--- config.mk ---
export PLATFORM = sky130hd
export DESIGN_NAME = randomic_cellular_automata_based
export DESIGN_NICKNAME = d
export VERILOG_FILES = /design/src/rtl/rca_pkg.sv /design/src/rtl/rca_cell.sv /design/src/rtl/randomic_cellular_automata_based.sv
export SDC_FILE = /design/constraint.sdc
export NUM_CORES = 1
export LEC_CHECK = 0
export ABC_CLOCK_PERIOD_IN_PS = 2340
export CAP_MARGIN = 10
export CORE_MARGIN = 2
export CORE_UTILIZATION = 25
export DETAILED_ROUTE_END_ITERATION = 8
export PLACE_DENSITY = 0.54
export SETUP_SLACK_MARGIN = 0.02
export SYNTH_ARGS = -nofsm -noshare
export SYNTH_HDL_FRONTEND = slang
export SYNTH_SLANG_ARGS = --single-unit
--- constraint.sdc ---
create_clock -name clk -period 2.34 [get_ports clk]
set_input_delay 0.468 -clock clk [delete_from_list [all_inputs] [get_ports clk]]
set_output_delay 0.468 -clock clk [all_outputs]
set_load 0.02 [all_outputs]
--- src/rtl/rca_pkg.sv ---
// -----------------------------------------------------------------------------
// rca_pkg
// Shared definitions for the hybrid rule-90/150 cellular-automaton random
// generator.
//   RCA_MAX_WIDTH         widest state that the ca_next helper can handle
//   RCA_DEFAULT_WIDTH     default cell count
//   RCA_DEFAULT_RULE_MASK default per-cell rule select (only cell 0 uses rule 150)
//   RCA_ZERO_GUARD_STATE  state that replaces all-zero when the zero guard is
//                         enabled (RCA_SEED_ZERO_GUARD_EN)
//   ca_next()             computes one CA generation with null boundaries
// -----------------------------------------------------------------------------
package rca_pkg;

    localparam int RCA_MAX_WIDTH     = 64;
    localparam int RCA_DEFAULT_WIDTH = 32;

    localparam logic [RCA_MAX_WIDTH-1:0] RCA_DEFAULT_RULE_MASK = 64'd1;
    localparam logic [RCA_MAX_WIDTH-1:0] RCA_ZERO_GUARD_STATE  = 64'd1;

    // One generation: cell i takes left ^ right, plus itself when its rule bit
    // selects rule 150. Cells outside the array read as 0.
    function automatic logic [RCA_MAX_WIDTH-1:0] ca_next(
        input logic [RCA_MAX_WIDTH-1:0] state,
        input logic [RCA_MAX_WIDTH-1:0] mask,
        input int                       width
    );
        logic [RCA_MAX_WIDTH-1:0] nxt;
        logic                     lft;
        logic                     rgt;
        nxt = '0;
        for (int i = 0; i < RCA_MAX_WIDTH; i++) begin
            if (i < width) begin
                lft    = (i + 1 < width) ? state[i+1] : 1'b0;
                rgt    = (i > 0) ? state[i-1] : 1'b0;
                nxt[i] = lft ^ rgt ^ (mask[i] & state[i]);
            end
        end
        return nxt;
    endfunction

endpackage

--- src/rtl/rca_cell.sv ---
// -----------------------------------------------------------------------------
// rca_cell
// One cell of the cellular automaton.
//   clk        rising-edge clock
//   rst        synchronous active-low load: cell takes seed_bit
//   ce         advance one generation when high
//   seed_bit   value loaded while rst is low
//   left_bit   state of the neighbour at index i+1 (0 at the boundary)
//   right_bit  state of the neighbour at index i-1 (0 at the boundary)
//   rule_bit   1 = rule 150 (include own state), 0 = rule 90
//   q          registered cell state
// -----------------------------------------------------------------------------
module rca_cell (
    input  logic clk,
    input  logic rst,
    input  logic ce,
    input  logic seed_bit,
    input  logic left_bit,
    input  logic right_bit,
    input  logic rule_bit,
    output logic q
);

    logic q_q;
    logic q_d;

    always_comb begin
        q_d = left_bit ^ right_bit ^ (rule_bit & q_q);
    end

    always_ff @(posedge clk) begin
        if (!rst) begin
            q_q <= seed_bit;
        end else if (ce) begin
            q_q <= q_d;
        end
    end

    assign q = q_q;

endmodule

--- src/rtl/randomic_cellular_automata_based.sv ---
// -----------------------------------------------------------------------------
// randomic_cellular_automata_based
// Pseudo-random word generator built from a 1-D hybrid rule-90/150 cellular
// automaton. One generation per enabled clock; the CA state is the output.
//   clk     rising-edge clock
//   rst     synchronous active-low reset, loads seed (priority over ce)
//   ce      advance one generation per cycle when high
//   seed    initial CA state, sampled only while rst is low
//   random  current CA state (registered)
// Optional feature macro: RCA_SEED_ZERO_GUARD_EN
//   When defined, an all-zero seed loads 1 instead, and an all-zero state is
//   replaced by 1 on the next enabled edge, so the output never sticks at 0.
// -----------------------------------------------------------------------------
module randomic_cellular_automata_based
    import rca_pkg::*;
#(
    parameter int               Width    = RCA_DEFAULT_WIDTH,
    parameter logic [Width-1:0] RuleMask = {{(Width-1){1'b0}}, 1'b1}
) (
    input  logic             clk,
    input  logic             rst,
    input  logic             ce,
    input  logic [Width-1:0] seed,
    output logic [Width-1:0] random
);

    // Cell states; each bit is driven by the register inside its rca_cell.
    logic [Width-1:0] s_q;

    // Cell load control: load_n low makes every cell take load_val.
    logic             load_n;
    logic [Width-1:0] load_val;

`ifdef RCA_SEED_ZERO_GUARD_EN
    localparam logic [Width-1:0] ZeroGuard = Width'(RCA_ZERO_GUARD_STATE);

    logic s_zero;
    logic seed_zero;

    always_comb begin
        s_zero    = (s_q == '0);
        seed_zero = (seed == '0);
        // Reset always loads; while running, an enabled step out of the
        // all-zero fixed point is turned into a load of the guard state.
        load_n    = rst & ~(ce & s_zero);
        load_val  = ZeroGuard;
        if (!rst && !seed_zero) begin
            load_val = seed;
        end
    end
`else
    always_comb begin
        load_n   = rst;
        load_val = seed;
    end
`endif

    for (genvar gi = 0; gi < Width; gi++) begin : g_cell
        logic left_b;
        logic right_b;

        // Null boundary: neighbours beyond either end read as 0.
        if (gi == Width - 1) begin : g_left_edge
            assign left_b = 1'b0;
        end else begin : g_left_inner
            assign left_b = s_q[gi+1];
        end

        if (gi == 0) begin : g_right_edge
            assign right_b = 1'b0;
        end else begin : g_right_inner
            assign right_b = s_q[gi-1];
        end

        rca_cell u_cell (
            .clk       (clk),
            .rst       (load_n),
            .ce        (ce),
            .seed_bit  (load_val[gi]),
            .left_bit  (left_b),
            .right_bit (right_b),
            .rule_bit  (RuleMask[gi]),
            .q         (s_q[gi])
        );
    end

    assign random = s_q;

endmodule

==> results.yml, run 1 <==
logic_synthesis:
  synth_top_area_share_pct: 47.52
  ys.flop_type: "edfxtp_1"
  synth_area_leaders: "edfxtp_1 (48%), xnor2_1 (13%), a21oi_2 (13%), buf_4 (12%), nor2_2 (5.9%)"
  yosysTopAreaCell: "edfxtp_1"
  synthArstFlopShare_pct: 0
  ys_types: 12
  syn-num-nets: 201
  synth-edff-count: 32
  yosysWarnings: 0
  synthTopCellsByCount: "buf_4 (32), edfxtp_1 (32), xnor2_1 (31), a21oi_2 (29), nor2_2 (19)"
  avgSynthCellArea_um2: 12.18
  syn_inst: 166
  ys_seq_area_share_pct: 47.52
  synth-seq-cells: 32
  synthesis.area_um2: 2022
final_layout:
  drive_gt1_share_pct: 29.90
  regArea_um2: 960.9
  diodes: 0
  final_cells: 306
  largest_reg_flops: 32
  area_growth_pct: 28.59
  layout.nets: 238
  fillers: 801
  multi_input_area_um2: 723.2
status:
  status: "completed"
critical_path:
  path_cells: "clkdlybuf4s50_1"
  cp.arrival_ps: 1340
  critPathCaptureType: "output pin"
  required_ps: 1870
  slowest_delay_ps: 640
  criticalPathCategory: "register to output pin"
  crit_family: "buffers and inverters"
  worstPathMaxFanout: 3
  cpMaxStageDelayCell: "clkdlybuf4s50_1"
  cp-start-kind: "register"
  cp_num_buf_inv: 1
floorplanning:
  start_util_pct: 26.03
  dieArea_um2: 8823
  die_y_um: 93.93
  die_x_um: 93.93
  ios: 67
  num_rows: 32
  core_area_um2: 7767
job:
  drv_cap: 0
grt:
  antenna_found_initial: 0
  grt_max_degree: 33
  grt_pass1_wl_um: 5899
  grtUsageTotal_pct: 8.726
  gr-total-overflow: 0
  grt_pass1_vias: 1162
sta:
  period_share_pct: 77.26
  fin_worst_skew_ps: 4.147
  setup_violations: 0
  fmax_ghz: 0.5531
  hold_viol: 0
  worstMarginPinSlew_ps: 442.1
  slew_violations: 0
  period_minus_slack_ps: 1808
  setup_tns_ps: 0
  slew_headroom_pct: 70.52
  holdWs_ps: 648.3
  grt_setup_unrepaired: "no"
  worst_slack_ps: 532.1
cts:
  clk_latency_ps: 280
  cts_tree: "yes"
  cts_resized: 0
  cts-hold-fix-buffers: 0
  htreeDepth: 2
  cts_sinks: 32
  cts_buffers: 5
  clk_path_buf_depth: 2
  path_clk_slew_ps: 60
  post-cts-setup-buffer-count: 0
  clock-root-buffer: "clkbuf_8"
detailed_routing:
  wirelength_um: 3704
  drc: 0
  ant_nets: 0
  wl_per_cell_um: 12.10
  first_pass_iters: 3
  vias_per_cell: 3.892
  num_vias: 1191
  drt-initial-drc-count: 26
place:
  dp.cells: 298
  post-place-ws_ps: 758.0
  place_congestion: 0.5987
  port_buffers: 66
  dp_hpwl_um: 2741
pwr:
  p_leak_nw: 0.8425
  p_per_area_nw_per_um2: 726.5
  p_total_mw: 1.889
  ir_drop_uv: 203.7
worst_hold_path:
  min_path_type: "register to register"
[stage by stage]
stage	area, um2	util, %
floorplan	2022	-
global placement	2517	32.41
detailed placement	2517	32.41
CTS	2600	33.47
global route	2600	33.47
finish	2600	33.47
[layout make-up]
cell class,count,share of cell area [%]
Clock buffer,5,2.647
Clock inverter,3,0.5294
Multi-Input combinational cell,95,27.82
Sequential cell,32,36.96
Tap cell,102,4.909
Timing Repair Buffer,69,27.14
[worst paths after layout]
check	startpoint	to	slack, ps	depth (start not counted)
hold / removal	g_cell[30].u_cell.q	g_cell[31].u_cell.q	650	1
setup / recovery	g_cell[1].u_cell.q	random[1]	530	1
setup reg to reg	g_cell[1].u_cell.q	g_cell[0].u_cell.q	1310	2
hold reg to reg	g_cell[30].u_cell.q	g_cell[31].u_cell.q	650	1
[layout by cell type, fill, tap and decap left out]
master           instances
a21oi_1                  2
a21oi_2                 29
buf_12                   2
buf_4                    2
clkbuf_8                 5
clkdlybuf4s50_1         65
clkinv_1                 1
clkinv_2                 2
edfxtp_1                32
mux2_4                   1
nand2b_2                 1
nor2_1                  12
nor2_2                  19
xnor2_1                 31
[logic make-up (layout without fill, tap and decap cells)]
kind of cell	after synthesis	count (layout)	share of synthesized area [%]
buf+inv	39	77	16.83
flops	32	32	47.52
simple gates	32	32	8.416
compound gates	31	31	13.06
xor+xnor	31	31	13.43
mux	1	1	0.7424
[power breakdown]
group	internal, mW	leakage, nW	total, mW	switching (mW)
registers	0.750	0.319	0.851	0.101
logic	0.353	0.478	0.639	0.286
clock network	0.202	0.0453	0.399	0.198
[layer usage]
layer  vias up  track usage (%)  share of wire (%)
met5         -                0                  0
met4         0            2.536                1.1
met3         4            3.291                8.3
met2        46            12.56                 43
met1       545            12.15                 48
li1        596                -                  -
No activity file was read; power rests on OpenSTA's default activity.
==> run 2: changes to the inputs <==
--- a/config.mk
+++ b/config.mk
@@ -5,7 +5,7 @@
 export SDC_FILE = /design/constraint.sdc
 export NUM_CORES = 1
 export LEC_CHECK = 0
-export ABC_CLOCK_PERIOD_IN_PS = 2340
+export ABC_CLOCK_PERIOD_IN_PS = 1700
 export CAP_MARGIN = 10
 export CORE_MARGIN = 2
 export CORE_UTILIZATION = 25
==> constraint.sdc (replaced) <==
create_clock -name clk -period 1.7 [get_ports clk]
set_input_delay 0.34 -clock clk [delete_from_list [all_inputs] [get_ports clk]]
set_output_delay 0.34 -clock clk [all_outputs]
set_load 0.02 [all_outputs]
==> results.yml, run 2 (synthesis results as in run 1) <==
status:
  status: "completed"
grt:
  busiest_layer: "met2"
  grt_pass1_wl_um: 5871
  met1_usage_pct: 11.95
  grtUsageMet2_pct: 12.92
  met3_usage_pct: 3.371
  gr-total-overflow: 0
  antenna_found_initial: 0
  grtUsageTotal_pct: 8.828
  grt_pass1_vias: 1126
  grt_max_degree: 33
sta:
  hold_viol: 0
  slew_headroom_pct: 83.41
  period_share_pct: 96.52
  slew_violations: 0
  fin_worst_skew_ps: 1.048
  worstMarginPinSlew_ps: 248.9
  period_minus_slack_ps: 1641
  setup_violations: 0
  setup_tns_ps: 0
  fmax_ghz: 0.6094
  grt_setup_unrepaired: "no"
detailed_routing:
  vias_per_cell: 3.941
  first_pass_iters: 4
  ant_nets: 0
  wirelength_um: 3793
  drc: 0
  drt-initial-drc-count: 45
  num_vias: 1206
  wl_per_cell_um: 12.40
final_layout:
  fillers: 796
  final_common_cell: "clkdlybuf4s50_1"
  most-common-layout-cells: "clkdlybuf4s50_1 (36), edfxtp_1 (32), xnor2_1 (31)"
  utilization_pct: 33.62
  largest_reg_flops: 32
  final_cells: 306
  area_growth_pct: 29.15
  layout.nets: 238
  final_area_um2: 2611
  diodes: 0
  drive_gt1_share_pct: 28.92
critical_path:
  cp_num_buf_inv: 1
  cp-start-kind: "register"
  slowest_delay_ps: 630
  crit_family: "buffers and inverters"
  cpMaxStageDelayCell: "clkdlybuf4s50_1"
  cp.arrival_ps: 1300
  path_cells: "clkdlybuf4s50_1"
  required_ps: 1360
  worstPathMaxFanout: 3
  criticalPathCategory: "register to output pin"
  reg2reg_slack_ps: 680
  critPathCaptureType: "output pin"
floorplanning:
  die_y_um: 93.93
  die_x_um: 93.93
  dieArea_um2: 8823
  num_rows: 32
  ios: 67
  start_util_pct: 26.03
  core_area_um2: 7767
pwr:
  pwr-share-comb_pct: 32.6
  p_leak_nw: 0.9434
  p_int_mw: 1.751
  p_clk_share_pct: 21.6
  ir_drop_uv: 275.3
  power_switching_uw: 798.8
  swShare_pct: 31.33
  p_per_area_nw_per_um2: 976.3
  p_seq_share_pct: 45.7
job:
  drv_cap: 0
cts:
  post-cts-setup-buffer-count: 0
  clk_path_buf_depth: 2
  clock-root-buffer: "clkbuf_8"
  cts-hold-fix-buffers: 0
  htreeDepth: 2
  cts_tree: "yes"
  path_clk_slew_ps: 60
  cts_buffers: 5
  cts_sinks: 32
  clk_latency_ps: 270
place:
  place_area_um2: 2530
  dp_hpwl_um: 2758
  port_buffers: 66
  place_congestion: 0.6350
  dp.cells: 298
worst_hold_path:
  min_path_type: "input pin to register"
[run 2: cell types whose count changed in the layout (fill, tap and decap cells not counted), sizes merged]
| cell | delta |
|---|---|
| clkbuf | +2 |
| clkdlybuf4s50 | -29 |
| dlygate4sd2 | +19 |
| dlymetal6s2s | +10 |
| clkinv | -2 |
[run 2: power groups by stage]
stage	logic, mW	registers, mW	clock network [mW]
finish	0.832	1.17	0.552
global route	0.900	1.19	0.613
CTS	0.851	1.17	0.583
detailed placement	0.895	1.19	0
global placement	0.887	1.19	0
floorplan	0.713	1.15	0
[run 2: stage by stage]
| stage | total power, mW | worst slack, ps | hold WS, ps |
|---|---|---|---|
| after floorplan | 1.866 | 64.07 | 547.8 |
| after global placement | 2.079 | 255.7 | 620.4 |
| after detailed placement | 2.087 | 244.4 | 627.5 |
| after CTS | 2.608 | 20.51 | 493.2 |
| after global routing | 2.701 | 25.98 | 503.8 |
| final | 2.549 | 59.11 | 499.5 |
[run 2: routing by layer]
metal / vias to the layer above / share of wire, % / routed length (um)
li1: 598 / - / -
met5: - / 0 / 0
met3: 6 / 8.8 / 333
met1: 554 / 47 / 1773
met2: 48 / 43 / 1634
met4: 0 / 1.4 / 52
[run 2: repair_timing]
action	CTS	global route
resized for setup	19	10
hold endpoints to repair	0	0
endpoints found under the setup margin	19	10
pin swaps	0	0
[run 2: final timing paths]
kind / cells after the start / end / start
setup / recovery: 1 / random[9] / g_cell[9].u_cell.q
hold reg to reg: 1 / g_cell[31].u_cell.q / g_cell[30].u_cell.q
setup reg to reg: 2 / g_cell[13].u_cell.q / g_cell[14].u_cell.q
hold / removal: 2 / g_cell[26].u_cell.q / rst
[run 2: cell type report]
cell class	count	area, um2	area share [%]
clock inverters	1	3.754	0.1437
well taps	102	127.6	4.887
repair buffers	69	719.4	27.55
multi-input cells	95	723.2	27.70
flip-flops and latches	32	960.9	36.80
clock buffers	7	76.32	2.923
==> run 3: changes to the inputs <==
--- a/config.mk
+++ b/config.mk
@@ -7,7 +7,7 @@
 export LEC_CHECK = 0
 export ABC_CLOCK_PERIOD_IN_PS = 1700
 export CAP_MARGIN = 10
-export CORE_MARGIN = 2
+export CORE_MARGIN = 4
 export CORE_UTILIZATION = 25
 export DETAILED_ROUTE_END_ITERATION = 8
 export PLACE_DENSITY = 0.54
==> results.yml, run 3 (synthesis results as in run 1) <==
critical_path:
  cpMaxStageDelayCell: "clkdlybuf4s50_1"
  cp-start-kind: "register"
  cp_num_buf_inv: 1
  required_ps: 1360
  crit_family: "buffers and inverters"
  path_cells: "clkdlybuf4s50_1"
  critPathCaptureType: "output pin"
  worstPathMaxFanout: 2
  slowest_delay_ps: 610
  cp.arrival_ps: 1260
  criticalPathCategory: "register to output pin"
grt:
  gr-total-overflow: 0
  grt_pass1_wl_um: 6644
  antenna_found_initial: 0
  grt_pass1_vias: 1321
  grtUsageTotal_pct: 8.698
  grt_max_degree: 33
pwr:
  p_seq_share_pct: 45.4
  p_per_area_nw_per_um2: 984.2
  power_switching_uw: 816.2
  p_clk_share_pct: 22.0
  p_leak_nw: 0.9167
  pwr-share-comb_pct: 32.6
  swShare_pct: 31.80
  ir_drop_uv: 294.1
  p_int_mw: 1.750
detailed_routing:
  wl_per_cell_um: 13.45
  wirelength_um: 4144
  drc: 0
  ant_nets: 0
  num_vias: 1224
  vias_per_cell: 3.974
  first_pass_iters: 4
  drt-initial-drc-count: 16
sta:
  setup_tns_ps: 0
  fmax_ghz: 0.6234
  hold_viol: 0
  period_minus_slack_ps: 1604
  slew_headroom_pct: 84.05
  setup_violations: 0
  fin_worst_skew_ps: 7.563
  worstMarginPinSlew_ps: 238.5
  slew_violations: 0
  period_share_pct: 94.36
  grt_setup_unrepaired: "no"
  holdWs_ps: 482.7
final_layout:
  area_growth_pct: 28.96
  layout.nets: 240
  drive_gt1_share_pct: 29.61
  final_common_cell: "clkdlybuf4s50_1"
  fillers: 824
  final_area_um2: 2608
  most-common-layout-cells: "clkdlybuf4s50_1 (36), edfxtp_1 (32), xnor2_1 (31)"
  diodes: 0
  regArea_um2: 960.9
  multi_input_area_um2: 723.2
  largest_reg_flops: 32
floorplanning:
  ios: 67
  start_util_pct: 25.90
  num_rows: 32
  core_area_um2: 7807
  die_x_um: 97.93
  die_y_um: 97.93
  dieArea_um2: 9590
cts:
  cts_sinks: 32
  cts-hold-fix-buffers: 0
  clock-root-buffer: "clkbuf_8"
  htreeDepth: 2
  cts_buffers: 5
  path_clk_slew_ps: 70
  clk_latency_ps: 280
  clk_path_buf_depth: 2
  cts_tree: "yes"
place:
  port_buffers: 66
  place_congestion: 0.6777
  dp_hpwl_um: 3009
  place_area_um2: 2545
job:
  drv_cap: 0
status:
  status: "completed"
worst_hold_path:
  min_path_type: "input pin to register"
[run 3: changes by cell type in the layout (fill, tap and decap cells not counted)]
cell | previous run | this run
buf_4 | 1 | 3
dlymetal6s2s_1 | 10 | 5
dlygate4sd2_1 | 19 | 24
[run 3: final cells by class]
type	count	area share [%]
clock buffers	7	2.927
clock inverters	1	0.1440
multi-input cells	95	27.74
flip-flops and latches	32	36.85
well taps	102	4.894
repair buffers	71	27.45
[run 3: path summary, 6_finish.rpt]
path | startpoint | endpoint | slack [ps] | depth (start not counted)
worst min register to register | g_cell[30].u_cell.q | g_cell[31].u_cell.q | 660 | 1
worst min-delay path | rst | g_cell[30].u_cell.q | 480 | 2
worst max-delay path | g_cell[31].u_cell.q | random[31] | 100 | 1
worst max register to register | g_cell[10].u_cell.q | g_cell[11].u_cell.q | 620 | 3
[run 3: power by group through the flow]
stage / registers (mW) / clock network (mW) / logic [mW]
global route: 1.19 / 0.620 / 0.904
floorplan: 1.15 / 0 / 0.713
finish: 1.17 / 0.564 / 0.837
CTS: 1.17 / 0.593 / 0.856
detailed placement: 1.19 / 0 / 0.914
global placement: 1.19 / 0 / 0.906
[run 3: timing repair]
action / CTS / global route
buffers inserted: 0 / 0
resized for setup: 24 / 5
endpoints found under the setup margin: 24 / 5
[run 3: layer usage]
layer | up-vias | wire length [um] | global-route usage, %
li1 | 602 | - | -
met2 | 49 | 1788 | 13.19
met3 | 8 | 303 | 3.000
met1 | 565 | 1993 | 11.47
met5 | - | 0 | 0
met4 | 0 | 59 | 3.195
[run 3: stage by stage]
| stage | setup slack [ps] | power [mW] | utilization, % | cells |
|---|---|---|---|---|
| global route | 42.94 | 2.713 | 33.40 | 308 |
| floorplan | 64.07 | 1.866 | - | 166 |
| detailed placement | 235.6 | 2.104 | 32.60 | 300 |
| global placement | 248.6 | 2.095 | 32.60 | 300 |
| CTS | 22.64 | 2.622 | 33.24 | 308 |
| finish | 95.95 | 2.566 | 33.40 | 308 |
